--- config.mk ---
export PLATFORM = sky130hd
export DESIGN_NAME = operand_issue_stage
export DESIGN_NICKNAME = d
export VERILOG_FILES = /design/src/rtl/operand_issue_stage.sv
export SDC_FILE = /design/constraint.sdc
export NUM_CORES = 2
export LEC_CHECK = 0
export BUFFER_PORTS_ARGS = -buffer_cell sky130_fd_sc_hd__buf_2
export CORE_UTILIZATION = 50
export CTS_CLUSTER_DIAMETER = 50
export CTS_CLUSTER_SIZE = 40
export DETAILED_ROUTE_END_ITERATION = 16
export HOLD_SLACK_MARGIN = 0.02
export PLACE_DENSITY = 0.67
export SYNTH_ARGS = -nofsm -noshare
export SYNTH_HDL_FRONTEND = slang
export SYNTH_SLANG_ARGS = --single-unit
--- constraint.sdc ---
create_clock -name clk -period 6.1 [get_ports clk]
set_clock_uncertainty 0.15 [all_clocks]
set_input_delay 0.305 -clock clk [delete_from_list [all_inputs] [get_ports clk]]
set_output_delay 0.305 -clock clk [all_outputs]
set_load 0.01 [all_outputs]
--- src/rtl/operand_issue_stage.sv ---
// operand_issue_stage
//   Registered, stallable operand stage between the IF/ID register and EX.
//   Holds the architectural register file (x0 hardwired to zero, write-through
//   from writeback), resolves rs1/rs2 through NUM_FWD ranked forwarding ports
//   (port 0 youngest), tracks in-flight destinations with a per-register
//   counter scoreboard, and presents the issued instruction on a valid/ready
//   output register that can be flushed.
// Ports:
//   clk, rst                      clock, synchronous active-high reset
//   in_*                          upstream instruction and handshake (in_ready)
//   fwd_valid/data_ok/rd/data     forwarding ports, port i in slice i
//   wb_we/rd/data                 register-file write
//   rel_valid/rel_rd              scoreboard release
//   flush                         drop output entry and current input
//   out_*                         EX-side output register and handshake
//   hazard_stall                  input valid but blocked by an operand hazard
module operand_issue_stage #(
  parameter int unsigned XLEN     = 32,
  parameter int unsigned NUM_REGS = 32,
  parameter int unsigned NUM_FWD  = 2,
  parameter int unsigned CNT_W    = 2,
  localparam int unsigned RW      = $clog2(NUM_REGS)
) (
  input  logic                    clk,
  input  logic                    rst,
  input  logic                    in_valid,
  output logic                    in_ready,
  input  logic [XLEN-1:0]         in_pc,
  input  logic [XLEN-1:0]         in_imm,
  input  logic [RW-1:0]           in_rs1,
  input  logic [RW-1:0]           in_rs2,
  input  logic [RW-1:0]           in_rd,
  input  logic                    in_uses_rs1,
  input  logic                    in_uses_rs2,
  input  logic                    in_writes_rd,
  input  logic                    in_a_sel,
  input  logic                    in_b_sel,
  input  logic [NUM_FWD-1:0]      fwd_valid,
  input  logic [NUM_FWD-1:0]      fwd_data_ok,
  input  logic [NUM_FWD*RW-1:0]   fwd_rd,
  input  logic [NUM_FWD*XLEN-1:0] fwd_data,
  input  logic                    wb_we,
  input  logic [RW-1:0]           wb_rd,
  input  logic [XLEN-1:0]         wb_data,
  input  logic                    rel_valid,
  input  logic [RW-1:0]           rel_rd,
  input  logic                    flush,
  output logic                    out_valid,
  input  logic                    out_ready,
  output logic [XLEN-1:0]         out_pc,
  output logic [XLEN-1:0]         out_imm,
  output logic [XLEN-1:0]         out_rs1_data,
  output logic [XLEN-1:0]         out_rs2_data,
  output logic [XLEN-1:0]         out_op_a,
  output logic [XLEN-1:0]         out_op_b,
  output logic [RW-1:0]           out_rd,
  output logic                    out_writes_rd,
  output logic                    hazard_stall
);

  localparam logic [CNT_W-1:0] CntMax = {CNT_W{1'b1}};

  logic [XLEN-1:0]  rf_q  [NUM_REGS];
  logic [CNT_W-1:0] cnt_q [NUM_REGS];
  logic [CNT_W-1:0] cnt_d [NUM_REGS];

  logic [RW-1:0]   src_idx [2];
  logic            src_use [2];
  logic [XLEN-1:0] src_val [2];
  logic            src_rdy [2];
  logic            src_hit [2];

  logic hazard;
  logic fire;

  // Operand resolution: forwarding beats write-through beats register file.
  always_comb begin
    src_idx[0] = in_rs1;
    src_idx[1] = in_rs2;
    src_use[0] = in_uses_rs1;
    src_use[1] = in_uses_rs2;
    for (int s = 0; s < 2; s++) begin
      src_val[s] = '0;
      src_rdy[s] = 1'b1;
      src_hit[s] = 1'b0;
      if (src_use[s] && src_idx[s] != '0) begin
        // Walk from oldest to youngest so the lowest matching port wins.
        for (int i = int'(NUM_FWD) - 1; i >= 0; i--) begin
          if (fwd_valid[i] && fwd_rd[i*RW +: RW] == src_idx[s]) begin
            src_hit[s] = 1'b1;
            src_val[s] = fwd_data[i*XLEN +: XLEN];
            src_rdy[s] = fwd_data_ok[i];
          end
        end
        if (!src_hit[s]) begin
          if (wb_we && wb_rd == src_idx[s]) begin
            src_val[s] = wb_data;
          end else begin
            src_val[s] = rf_q[src_idx[s]];
            src_rdy[s] = (cnt_q[src_idx[s]] == '0);
          end
        end
      end
    end
  end

  always_comb begin
    hazard = !src_rdy[0] || !src_rdy[1] ||
             (in_writes_rd && in_rd != '0 && cnt_q[in_rd] == CntMax);
    fire = !rst && in_valid && !hazard && !flush && (!out_valid || out_ready);
    in_ready = fire;
    hazard_stall = !rst && in_valid && hazard && !flush;
  end

  // Scoreboard next state: +1 on issue, -1 per release source, floored at 0.
  always_comb begin
    for (int r = 0; r < int'(NUM_REGS); r++) begin
      int tmp;
      tmp = int'(cnt_q[r]);
      if (r != 0) begin
        if (fire && in_writes_rd && in_rd == RW'(r)) tmp = tmp + 1;
        if (rel_valid && rel_rd == RW'(r)) tmp = tmp - 1;
        if (flush && out_valid && out_writes_rd && out_rd == RW'(r)) tmp = tmp - 1;
      end
      if (tmp < 0) tmp = 0;
      cnt_d[r] = CNT_W'(tmp);
    end
  end

  always_ff @(posedge clk) begin
    if (rst) begin
      for (int r = 0; r < int'(NUM_REGS); r++) begin
        rf_q[r]  <= '0;
        cnt_q[r] <= '0;
      end
    end else begin
      for (int r = 0; r < int'(NUM_REGS); r++) begin
        cnt_q[r] <= cnt_d[r];
      end
      if (wb_we && wb_rd != '0) begin
        rf_q[wb_rd] <= wb_data;
      end
    end
  end

  always_ff @(posedge clk) begin
    if (rst) begin
      out_valid     <= 1'b0;
      out_pc        <= '0;
      out_imm       <= '0;
      out_rs1_data  <= '0;
      out_rs2_data  <= '0;
      out_op_a      <= '0;
      out_op_b      <= '0;
      out_rd        <= '0;
      out_writes_rd <= 1'b0;
    end else if (fire) begin
      out_valid     <= 1'b1;
      out_pc        <= in_pc;
      out_imm       <= in_imm;
      out_rs1_data  <= src_val[0];
      out_rs2_data  <= src_val[1];
      out_op_a      <= in_a_sel ? in_pc : src_val[0];
      out_op_b      <= in_b_sel ? in_imm : src_val[1];
      out_rd        <= in_rd;
      out_writes_rd <= in_writes_rd;
    end else if (flush || (out_valid && out_ready)) begin
      out_valid <= 1'b0;
    end
  end

endmodule

# Word-level counts from Yosys, hierarchy flattened
# Memories as Yosys holds them, arrays and structs flattened.
# Cells that the tools add are included.
[word_totals] ff_bits=199 latchBits=0 ramBits=1088 mem_bits_ro=0 out_inout_bits=201 wordCells=596 n_memories=2
[classes] addsub=93 multipliers=0 n_div=0 magnitude_cmp=31 eq_ne=101 shift=0 mux=195 bitwise_logic=32 reduce_logical=133
[memory_table] memory="rf_q" words=32 word_bits=32 rd=2 rd_ports_with_merged_regs=0 wr=32 line="63" rtl="logic [XLEN-1:0] rf_q [NUM_REGS];"
[memory_table] memory="cnt_q" words=32 word_bits=2 rd=34 rd_ports_with_merged_regs=0 wr=32 line="64" rtl="logic [CNT_W-1:0] cnt_q [NUM_REGS];"
[ops] operator="$mux W32" n=75
[ops] operator="$sub A32 B2 Y32 const B" n=62
[ops] operator="$lt A32 B1 Y1 const B" n=31
[ops] operator="$eq A5 B5 Y1 const B" n=48
[ops] operator="$mux W2" n=63
[ops] operator="$eq A5 B4 Y1 const B" n=24
[ops] operator="$logic_and A1 B1 Y1" n=114
[ops] operator="$add A2 B1 Y3 const B" n=31
[ops] operator="$mux W3" n=31
[ops] operator="$eq A5 B3 Y1 const B" n=12
[ops] operator="$or A1 B1 Y1" n=32
[ops] operator="$reduce_or A32 Y1" n=1
[ops] operator="$eq A5 B2 Y1 const B" n=6
[ops] operator="$eq A5 B5 Y1" n=6
[ops] operator="$mux W1" n=25
[ops] operator="$reduce_bool A5 Y1" n=4
[ops] operator="$eq A5 B1 Y1 const B" n=3
[ops] operator="$logic_not A1 Y1" n=6
[ops] operator="$mux W5" n=1
[ops] operator="$logic_not A2 Y1" n=2
[ops] operator="$logic_or A1 B1 Y1" n=4
[ops] operator="$eq A2 B2 Y1 const B" n=1
[ops] operator="$reduce_and A2 Y1" n=1
[ops] operator="$reduce_bool A2 Y1" n=1
[ops] operator="$ne A0 B0 Y1" n=1

# Depth between registers and ports, before layout
[logic_depth] depth_word=24 mapped_depth=22

# Least setup slack after synthesis
# No wires, ideal clock.
[synth_path] path_type="input -> register" from="in in_rs1[2]" to="mem cnt_q[16][1]" setup_time_ns=0.058 arrival_time_ns=4.280 required_ns=5.892 setup_slack_ns=1.612 cell_stages=21 n_path_buf=6 path_cell_list="buf_4 > buf_2 > xor2_1 > nor4_1 > nand3_2 > mux2i_1 > or3_1 > a211oi_2 > buf_4 > nand2_1 > buf_2 > inv_2 > clkbuf_1 > buf_2 > nand4_1 > ha_1 > nand2_1 > o311ai_0 > o21ba_2 > o31ai_1 > o211a_1"
[synth_rtl] element="from (decl)" line="30" rtl="input logic [RW-1:0] in_rs1,"
[synth_rtl] element="to (decl)" line="64"

==> impl_metrics.env <==
export IMPL_grt_ovfl_total=0
export IMPL_cts_tree="yes"
export IMPL_path_class="primary input to flop"
export IMPL_p_leak_uw=0.0303
export IMPL_synth_edf_count=1024
export IMPL_final_cell_mix="edfxtp_1 (1024), and2_1 (1007), mux4_2 (658), nand2_1 (407), buf_2 (400)"
export IMPL_drcViolationCount=0
export IMPL_ant_nets=0
export IMPL_fp_row_count=140
export IMPL_cts_resized=0
export IMPL_clkTransAtPathRegs_ps=70
export IMPL_p_comb_share_pct=14.1
export IMPL_yosys_most_used_dff="edfxtp_1"
export IMPL_grt_antenna_before_repair=39
export IMPL_fin_nets=6597
export IMPL_grt_total_usage_pct=37.3
export IMPL_wl_per_cell_um=33.9
export IMPL_ys_ff_latch=1285
export IMPL_synthArstFlopShare_pct=0
export IMPL_first_pass_iters=7
export IMPL_final_common_cell="edfxtp_1"
export IMPL_cp_end_kind="flop"
export IMPL_clockRootBuffer="clkbuf_16"
export IMPL_setup_tns_ps=0
export IMPL_final_hold_viol_count=0
export IMPL_worst_pin_slew_ps=1410
export IMPL_synth_distinct_cells=100
export IMPL_detailed_place_hpwl_mm=181
export IMPL_wirelength_mm=283
export IMPL_start_util_pct=50.7
export IMPL_cts_htree_levels=4
export IMPL_p_int_uw=16200
export IMPL_fin_crit_sh_pct=85.0
export IMPL_synth_top_area_share_pct=41.5
export IMPL_detail_route_vias_per_cell=6.83
export IMPL_synth_cells=5920
export IMPL_gp_congestion=0.981
export IMPL_drv_cap=0
export IMPL_vias=57100
export IMPL_cts_max_path_buffers=3
export IMPL_power_density_mw_per_mm2=264
export IMPL_drt_initial_drc_count=9424
export IMPL_cp_max_fo=33
export IMPL_seqPwrFrac_pct=44.8
export IMPL_core_mm2=0.146
export IMPL_synth_top_area_cell="edfxtp_1"
export IMPL_clkPwrFrac_pct=41.0
export IMPL_ir_drop_mv=0.326
export IMPL_synth_area_per_cell_um2=12.5
export IMPL_pin_count=412
export IMPL_first_global_vias=54300
export IMPL_grt_start_max_net_pins=220
export IMPL_drv_slew=0
export IMPL_clk_latency_ps=830
export IMPL_arrival_ps=5680
export IMPL_required_ps=6600
export IMPL_port_buffers=411
export IMPL_ys_seq_area_share_pct=48.6
export IMPL_synthToLayoutAreaGrowth_pct=15.3
export IMPL_status="complete, no violations"
export IMPL_finalSetupViolations=0
export IMPL_finalCriticalPeriod_ps=5180
export IMPL_fmax_mhz=193
export IMPL_slew_headroom_pct=3.59
export IMPL_synth_area_leaders="edfxtp_1 (42%), mux4_2 (20%), and2_1 (8.5%)"
export IMPL_drive_gt1_share_pct=25.5
export IMPL_dieArea_mm2=0.150
export IMPL_rsz0062_at_grt="false"
export IMPL_swShare_pct=28.2
export IMPL_grt_pass1_wl_mm=398
export IMPL_fp_dieW_um=387
export IMPL_hp_class="primary input to flop"
export IMPL_clkSinkCount=1285
export IMPL_switchingPower_uw=6370
export IMPL_syn_area_mm2=0.0741
export IMPL_cts_buffers=142
export IMPL_die_y_um=387
export IMPL_critPathLaunchType="primary input"
export IMPL_finalPower_uw=22600
export IMPL_ys_warn_count=0
==> per-stage QoR <==
step                      instance area, um^2  hold slack (ps)  cells  utilization (%)  setup WS, ps
after detailed placement                78600              293   7893             53.8           521
after CTS                               85400             21.1   8326             58.4          1110
after floorplan                         74200              234   5951                -          1610
after global routing                    85400             46.8   8345             58.4           734
final                                   85400             53.0   8357             58.4           915
after global placement                  78600              288   7893             53.8           650
==> final cells by class <==
cell class | count | area [um^2]
Fill cell | 11500 | 60800
Clock inverter | 105 | 1240
Sequential cell | 1285 | 36000
Tap cell | 1917 | 2400
Multi-Input combinational cell | 4052 | 36500
Clock buffer | 157 | 3770
Antenna cell | 29 | 72.6
Timing Repair Buffer | 763 | 5320
Inverter | 49 | 194
==> cells in the mapped netlist (64+ instances only) <==
master / n
edfxtp_1: 1024
and2_1: 1007
mux4_2: 658
clkbuf_1: 436
nand2_1: 408
nor2_1: 358
dfxtp_1: 261
a21oi_1: 240
mux2i_1: 150
o21ai_0: 136
nor3_1: 110
a211oi_1: 100
ha_1: 93
xnor2_1: 87
nand3_1: 71
buf_2: 64
==> worst paths after layout <==
path / startpoint / to / slack (ps) / cells past startpoint
setup / recovery: in_rd[1] / cnt_q[5][1] / 920 / 16
hold reg to reg: out_rs1_data[28] / out_rs1_data[28] / 300 / 2
setup reg to reg: cnt_q[14][0] / cnt_q[5][1] / 1000 / 15
hold / removal: wb_data[20] / rf_q[29][20] / 50 / 2
==> metal layers <==
layer	global-route usage, %	part of all wire (%)
met1	47.7	35
met2	55.6	44
met3	12.3	14
met4	21.6	6.6
met5	0	0.031
==> flip-flops by register name, summed over array words and instances (netlist names) <==
name / count
out_rs2_data: 32
out_op_b: 32
out_valid: 1
out_pc: 32
out_writes_rd: 1
rf_q: 1024
out_rd: 5
out_rs1_data: 32
out_op_a: 32
cnt_q: 62
out_imm: 32
==> power groups by stage <==
stage          Combinational (uW)  Clock [uW]  Sequential, uW
2_1_floorplan                1750           0           10300
3_3_place_gp                 2930           0           10300
3_5_place_dp                 2950           0           10300
4_1_cts                      3070        9270           10100
5_1_grt                      3250        9580           10200
6_report                     3190        9270           10100
==> worst max-delay path, stage by stage <==
cell and delay [ps]:
dlygate4sd3_1 540, buf_2 760, nor2b_1 580, a221oi_1 180, o31a_1 280, a21oi_1 270
o21a_1 310, or2_4 340, or3_1 460, xor2_1 180, ha_1 220, ha_1 260
nor2b_1 150, or4b_1 450, a31oi_1 230, a2111oi_0 100
==> kinds of logic (layout without fill, tap and decap cells) <==
kind of cell    Yosys count  in the layout  share of synthesized area [%]
compound gates          726            726                           6.28
xor+xnor                144            144                           1.72
other cells               1             61                        0.00506
flops                  1285           1285                           48.6
fa+ha+maj                93             93                           1.57
simple gates           2232           2232                           16.3
buf+inv                 614           1074                           3.30
mux                     825            825                           22.3
==> repair_timing <==
item                      CTS  global route
hold buffers              171             0
hold endpoints to repair  851             0
setup buffers               0             0
No activity file was read; power rests on OpenSTA's default activity.
